<file path="config.mk">
export PLATFORM = sky130hd
export DESIGN_NAME = lut4_sweep_settle_cnt
export DESIGN_NICKNAME = d
export VERILOG_FILES = /design/src/rtl/lut4_sweep_pkg.sv /design/src/rtl/lut4_sweep_settle_cnt.sv
export SDC_FILE = /design/constraint.sdc
export NUM_CORES = 1
export LEC_CHECK = 0
export BUFFER_PORTS_ARGS = -buffer_cell sky130_fd_sc_hd__buf_2
export CAP_MARGIN = 10
export CORE_AREA = 4 4 41 43
export CTS_CLUSTER_SIZE = 16
export DETAILED_ROUTE_END_ITERATION = 16
export DIE_AREA = 0 0 45 47
export GPL_ROUTABILITY_DRIVEN = 1
export MAX_ROUTING_LAYER = met4
export PLACE_DENSITY_LB_ADDON = 0.15
export SLEW_MARGIN = 20
export SYNTH_ARGS = -nofsm -noshare
export SYNTH_HDL_FRONTEND = slang
export SYNTH_SLANG_ARGS = --single-unit
</file>
<file path="constraint.sdc">
create_clock -name clk -period 2.25 [get_ports clk]
set_input_delay 0.1125 -clock clk [delete_from_list [all_inputs] [get_ports clk]]
set_output_delay 0.1125 -clock clk [all_outputs]
set_load 0.01 [all_outputs]
</file>
<file path="src/rtl/lut4_sweep_pkg.sv">
// Shared types and sizes for the LUT4 sweep checker.
package lut4_sweep_pkg;

  localparam int unsigned SWEEP_LEN = 16;
  localparam int unsigned IDX_W     = 4;
  localparam int unsigned CNT_W     = 5;
  localparam int unsigned SETTLE_W  = 8;

  typedef enum logic [2:0] {
    StIdle,
    StDrive,
    StSettle,
    StSample,
    StDone
  } state_e;

endpackage

</file>
<file path="src/rtl/lut4_sweep_settle_cnt.sv">
// Loadable down-counter with zero flag; times the settle window per code.
module lut4_sweep_settle_cnt
  import lut4_sweep_pkg::*;
(
  input  logic                clk,
  input  logic                rst_n,
  input  logic                load,
  input  logic [SETTLE_W-1:0] load_val,
  input  logic                dec,
  output logic                zero
);

  logic [SETTLE_W-1:0] cnt_q;

  // Load takes priority; decrement stops at zero.
  always_ff @(posedge clk or negedge rst_n) begin
    if (!rst_n) begin
      cnt_q <= '0;
    end else if (load) begin
      cnt_q <= load_val;
    end else if (dec && (cnt_q != '0)) begin
      cnt_q <= cnt_q - 1'b1;
    end
  end

  assign zero = (cnt_q == '0);

endmodule

</file>
Word level (Yosys, flattened, before mapping)
Index checks and enable logic that the tools add are counted.
- register bits after elaboration: 8
- bits of input ports: 12
- logic and storage cells: 8
- add/subtract/negate cells: 1
- mux-type cells: 2
- reductions and logical operators: 4
- operator list (cell ; number):
    2-to-1 mux 8 bit ; 2
    zero test 8 bit ; 1
    nonzero test 8 bit ; 1
    subtractor 8 x 1 -> 8 bit, second input constant ; 1
    nonzero test 2 bit ; 1
    logical AND 1 bit ; 1

Longest topological paths before layout
Gate-level depths: netlist of the first run.
- depth after elaboration: 4
- gate-level depth with buffers: 5

Worst setup path after synthesis of the first run
No wires, ideal clock.
- path kind: flip-flop to flip-flop
- start: reg cnt_q[2]
- end: reg cnt_q[6]
- setup time: 0.082 ns
- arrival time: 1.691 ns
- setup slack: 0.477 ns
- cell stages (with the launch flop): 5
- buffers on the path: 1
- cell sequence: dfrtp_1 or4_1 buf_2 or4_1 a31oi_1
- word-level cells in the longest chain between the ends: 3
- RTL lines (what ; RTL line ; text):
    start: declaration ; lut4_sweep_settle_cnt.sv:13 ; logic [SETTLE_W-1:0] cnt_q;
    start signal: assignment ; lut4_sweep_settle_cnt.sv:20 ; cnt_q <= load_val;
    start signal: assignment ; lut4_sweep_settle_cnt.sv:22 ; cnt_q <= cnt_q - 1'b1;
    subtractor 8 x 1 -> 8 bit / nonzero test 8 bit (equally long branches) ; lut4_sweep_settle_cnt.sv:22, lut4_sweep_settle_cnt.sv:21 ;
    2-to-1 mux 8 bit / logical AND 1 bit (equally long branches) ; lut4_sweep_settle_cnt.sv:21 ; end else if (dec && (cnt_q != '0)) begin
    2-to-1 mux 8 bit / nonzero test 2 bit (equally long branches) ; -- ;
Several ways; a longest one is shown, not always the timed one. The select of a mux whose other input is x is not followed.
A chain may end at the register's enable or synchronous reset.

Worst setup path in the final report of the first run
- start: reg cnt_q[0]
- end: out zero
- word-level cells in the longest chain between the ends: 1
- RTL lines (what ; RTL line ; text):
    zero test 8 bit ; lut4_sweep_settle_cnt.sv:26 ; assign zero = (cnt_q == '0);
    end: declaration ; lut4_sweep_settle_cnt.sv:10 ; output logic zero
Every way passes these cells.

==> metrics, run 1 <==
clk root buf=clkbuf_4; Synth Area per Inst=9.104 um2; Reg area=200.2 um2; Inst Count DP=84; CTS Sinks=8; Final Hold Vio Count=0; Slew HR=58.90%; Nets=between 80 and 90; Overflow after GRT=0; Worst Max-Slew Pin Slew=0.6108 ns; vias per cell=5.966; switching part of the total=a little under a third; synth warn=0; final cell count without fillers=88; internal power=260.5 uW; Setup Skew=around 0.011 ns; Yosys cell types=31; crit-path max FO=4; Primary FF master, synth=dfrtp_1; clock share of power=30.7%; Fmax achieved=~530 MHz; number of flip-flops in the largest register=8; PwrDens=between 500 and 600 nW/um2; I/O Buffers=12; core area=1301 um2; layout cells sized above 1=approximately a quarter; drt total wl=about 1.2 mm; Die W=between 40 and 50 um; CP Class=register to primary output; number of flops mapped to enable cells by yosys=0; Yosys reg bits=8; IO Pins=13; CP Launch Type=register; First-pass DRT Iterations=4; Worst Path Required=between 2 and 2.5 ns; Detail Placement HPWL=about 910 um; vias in the first global route=480; pre-CTS setup slack=about 0.42 ns; initial DRC count=11; Top reg by flops=cnt_q; Worst Path Arrival=about 1.8 ns; synthesized cell area=528.0 um2; worst skew pair latency=approximately 0.27 ns; Pleak=roughly 0.27 nW; RSZ-0062 raised after global routing=no; gr usage total=between 10 and 15%; Starting Density=slightly above 40%; dominant cell type by area after synthesis=dfrtp_1; minimum clock period=between 1.5 and 2 ns; htree depth=1; Reg power frac=a little under half; first-pass GRT wire length=between 2 and 2.5 mm; CTS tree=yes; Clock Path Buffers=2; Yosys top cell area share=37.91%; # fillers=between 100 and 150; most common cell in the netlist=dfrtp_1; initial antenna violation count=0; Top Registers=cnt_q: 8 flops; post-layout util=about half; multi-input logic area=~310 um2; Post-CTS Setup Inserts=0; Die ar.=2115 um2; clock slew at reported path FFs=~0.060 ns; combinational share of power=21.9%; switching pwr=roughly 120 uW; post-detailed-route DRC marker count=0; outcome=finished clean; Die Span Y=between 40 and 50 um; Area growth, synth to finish=20.85%; largest net degree at the start of global routing=15; Routed Antenna Nets=0; post_cts resized=0; final setup violation count=0; Cells after Synth=58; cts bufs inserted=3; Post-Syn Nets=72; final worst slack=between 0.3 and 0.4 ns; Hold Crit Class=input port to register; crit path capture type=primary output; DR vias=525; Diodes inserted=0; # rows=13; Avg WL per Cell=between 10 and 15 um; Slew Limit Fails=0; Final TNS setup=0 ns; Final period util=83.48%; Async SR Flop Fraction=between 90% and 100%; maximum capacitance violations=0; peak supply drop=approximately 0.00032 V; gpl congestion=~0.81; largest cells by area after synthesis=dfrtp_1 38%, ha_1 4.7%, nor3b_1 4.3%; register area share after synthesis=between 30% and 40%; leading cell types by count after synthesis=8 x dfrtp_1, 5 x nor2_1
worst paths after layout:
kind / from / endpoint / slack, ns / cells past startpoint
worst max-delay path: cnt_q[0]$_DFFE_PN0P_ / zero / 0.37 / 5
max in group asynchronous: rst_n / cnt_q[1]$_DFFE_PN0P_ / 1.84 / 2
worst min-delay path: load_val[3] / cnt_q[3]$_DFFE_PN0P_ / 0.07 / 3
worst min register to register: cnt_q[4]$_DFFE_PN0P_ / cnt_q[4]$_DFFE_PN0P_ / 0.59 / 2
min in group asynchronous: rst_n / cnt_q[6]$_DFFE_PN0P_ / 0.22 / 2
worst max register to register: cnt_q[3]$_DFFE_PN0P_ / cnt_q[6]$_DFFE_PN0P_ / 0.43 / 3
repair_timing:
action / CTS / global route
hold buffers: 1 / 0
endpoints found under the hold margin: 8 / 0
endpoints found under the setup margin: 0 / 0
per-layer routing:
| metal | vias up | track usage, % | part of all wire, % | wire length (um) |
|---|---|---|---|---|
| met4 | 0 | 5.263 | 1.3 | 16 |
| met2 | 12 | 21.75 | 46 | 553 |
| met1 | 246 | 17.44 | 46 | 553 |
| met3 | 4 | 7.280 | 7.4 | 90 |
| li1 | 263 | - | - | - |
| met5 | - | - | 0 | 0 |
area by class of cell:
type | count | area share, %
multi-input combinational | 45 | 48.24
timing repair buffer | 14 | 12.16
sequential | 8 | 31.37
inverter | 3 | 1.765
tap | 15 | 2.941
clock buffer | 3 | 3.529
cell usage in the layout, fill, tap and decap left out, types with 3 or more instances in the layout:
master	instances
or4_1	3
a21oi_1	3
buf_2	12
nor2_1	5
clkbuf_4	3
nor3_1	3
dfrtp_1	8
nor3b_1	3
power by group through the flow:
stage	Sequential (mW)	Clock [mW]	Combinational (mW)
detailed placement	0.180	0	0.0814
global placement	0.179	0	0.0823
CTS	0.178	0.119	0.0831
global route	0.181	0.128	0.0950
finish	0.178	0.116	0.0824
floorplan	0.176	0	0.0562
critical path: stages (launching register included):
cell and delay (ns):
dfrtp_1 0.40, inv_1 0.10, ha_1 0.21, or3b_2 0.49, nor2_1 0.16, buf_2 0.16
cells by family after synthesis:
family	share of synthesized area [%]
flip-flops	37.91
adder cells (fa/ha/maj)	4.739
buffers and inverters	3.790
AND/OR/NAND/NOR	27.49
AO/OA/AOI/OAI	26.07
through the flow:
step	cell area (um2)	hold WS (ns)	total power, mW
finish	638.1	0.07356	0.3757
global route	638.1	0.09516	0.4035
detailed placement	605.6	-0.02707	0.2617
CTS	638.1	0.07065	0.3802
global placement	605.6	-0.02564	0.2617
floorplan	528.0	-0.1831	0.2319
Note: power is estimated with default switching activity, not from simulation.
==> run 2, diff against run 1 <==
==> constraint.sdc (replaced) <==
create_clock -name clk -period 1.5 [get_ports clk]
set_input_delay 0.075 -clock clk [delete_from_list [all_inputs] [get_ports clk]]
set_output_delay 0.075 -clock clk [all_outputs]
set_load 0.01 [all_outputs]
==> run 2 against run 1 <==
The run now ends with negative setup slack left. Sequential power grew 48%. Register-to-register slack lost 0.57 ns. Combinational power grew to 2.8 times the previous value. Non-clock buffer count grew 15. Highest routed layer unchanged.
==> metrics, run 2 (synthesis results as in run 1) <==
Nets=104 (+17%); Fmax achieved=approximately 600 MHz; largest net degree at the start of global routing=15 (unchanged); CP Class=register to primary output; most frequent CP cell=buf_6; layout cells sized above 1=50.00% (+25 points); core area=1301 um2 (unchanged); Routed Antenna Nets=0 (unchanged); Clock Path Buffers=2 (unchanged); cell family with most CP delay=simple AND/OR/NAND/NOR gates; Pleak=0.3601 nW (+35%); commonest cells after routing, fill and taps aside=12 x buf_4, 11 x buf_2, 8 x dfrtp_1, 4 x nor2_1, 4 x buf_6; crit path capture type=primary output; CTS tree=yes; CP Launch Type=register; R2R Setup Slk=-0.14 ns (-0.57 ns); Final Hold Vio Count=0 (unchanged); Starting Density=40.58% (unchanged); outcome=finished, violations left; Top reg by flops=cnt_q; Diodes inserted=0 (unchanged); htree depth=1 (unchanged); Worst Path Required=1.42 ns (-0.72 ns); CP cell instances=or4_4 -> buf_6 -> nor2_4 -> buf_6; Avg WL per Cell=14.81 um (+7.2%); critical path depth in cells=4 (-1); Setup Skew=0.008180 ns (-0.003221 ns); cts bufs inserted=3 (unchanged); gpl congestion=0.7980 (-1.1%); Crit Reg-Reg Startpoint=cnt_q[2]$_DFFE_PN0P_; maximum capacitance violations=0 (unchanged); Hold Crit Class=input port to register; drt total wl=1.525 mm (+26%); Detail Placement HPWL=1.094 mm (+20%); Crit-path slowest cell=or4_4; Worst Min Path Start=load_val[5]; Slew Limit Fails=0 (unchanged); RSZ-0062 raised after global routing=yes; Final period util=110.0%; initial antenna violation count=0 (unchanged); post-detailed-route DRC marker count=0 (unchanged); CTS Sinks=8 (unchanged); vias per cell=5.748 (-3.7%); final cell count without fillers=103 (+17%); clock slew at reported path FFs=0.06 ns (about the same); Worst Path Arrival=1.57 ns (-0.20 ns); crit-path max FO=4 (unchanged); Reg2Reg Depth=3 (unchanged); IO Pins=13 (unchanged); number of flip-flops in the largest register=8 (unchanged); critical path buffer and inverter count=2 (unchanged); Die Span Y=47 um (unchanged); Inst Count DP=97 (+15%); I/O Buffers=12 (unchanged); minimum clock period=about 1.6 ns; CP startpoint=cnt_q[2]$_DFFE_PN0P_; Area growth, synth to finish=60.19%; Worst Max-Slew Pin Slew=0.2596 ns (-0.3512 ns); leading cell type in the layout, fill and taps excluded=buf_4; FF-to-FF End=cnt_q[6]$_DFFE_PN0P_; gr usage total=17.55% (+2.7 points); final setup violation count=5 (+5); peak supply drop=0.0006044 V (+87%); Slew HR=82.53% (+24 points); Overflow after GRT=0 (unchanged); PwrDens=791.4 nW/um2 (+34%); DR vias=592 (+13%); initial DRC count=12 (+1); Hold EP=cnt_q[5]$_DFFE_PN0P_; failing checks=negative setup slack; final worst slack=-0.1498 ns (-0.5214 ns); vias in the first global route=565 (+18%); Die W=45 um (unchanged); # rows=13 (unchanged); CP max stage delay=0.57 ns (+0.08 ns); Die ar.=2115 um2 (unchanged); Overall Power=669.4 uW (+78%); worst skew pair latency=0.27 ns (about the same); hold path depth=2 (-1); First-pass DRT Iterations=4 (unchanged); first-pass GRT wire length=2.449 mm (+16%); Top Registers=cnt_q: 8 flops; clk root buf=clkbuf_4
[run 2: cell types whose count changed in the layout (fill, tap and decap cells not counted), moves of 2 or more]
cell / before / now
buf_4: 1 / 12
buf_6: 0 / 4
or4_1: 3 / 0
or3b_4: 0 / 2
or4_4: 0 / 3
[run 2: metal layers]
| layer | GRT usage, % | routed length [um] | up-vias |
|---|---|---|---|
| li1 | - | - | 292 |
| met3 | 6.897 | 92 | 5 |
| met1 | 20.56 | 674 | 278 |
| met2 | 25.99 | 731 | 17 |
| met4 | 8.772 | 27 | 0 |
| met5 | - | 0 | - |
[run 2: final cells by class]
cell class	count	area, um2
Tap cell	15	18.77
Sequential cell	8	200.2
Clock buffer	3	22.52
Timing Repair Buffer	29	220.2
Fill cell	109	455.4
Inverter	3	11.26
Multi-Input combinational cell	45	372.9
[run 2: what timing repair did]
action                                 4_1_cts  5_1_grt
pin swaps                                    3        4
resized for setup                            9        9
buffers inserted                             1        1
endpoints found under the hold margin        8        0
gates cloned                                 0        0
setup endpoints to repair                    8        9
hold buffers                                 1        0
[run 2: worst max path at each step]
stage                           end  slack, ns
2_1_floorplan  cnt_q[6]$_DFFE_PN0P_      -0.21
3_3_place_gp   cnt_q[6]$_DFFE_PN0P_      -0.13
3_5_place_dp   cnt_q[6]$_DFFE_PN0P_      -0.15
4_1_cts        cnt_q[6]$_DFFE_PN0P_      -0.14
5_1_grt        cnt_q[6]$_DFFE_PN0P_      -0.21
6_report                       zero      -0.15
[run 2: through the flow]
stage / util (%) / hold slack, ns / area, um2 / setup TNS (ns) / worst slack [ns]
floorplan: - / -0.2206 / 539.3 / -0.4972 / -0.2139
global placement: 55.38 / -0.06863 / 720.7 / -0.4512 / -0.1262
detailed placement: 55.38 / -0.07000 / 720.7 / -0.4955 / -0.1544
CTS: 61.06 / 0.03473 / 794.5 / -0.4141 / -0.1357
global route: 65.00 / 0.03145 / 845.8 / -1.036 / -0.2090
finish: 65.00 / 0.04451 / 845.8 / -0.6182 / -0.1498
[run 2: report_power, final]
group	internal [mW]	leakage [nW]	switching, mW
clock	0.0922	0.0138	0.0823
combinational	0.129	0.252	0.102
sequential	0.240	0.0942	0.0241
total	0.461	0.360	0.209
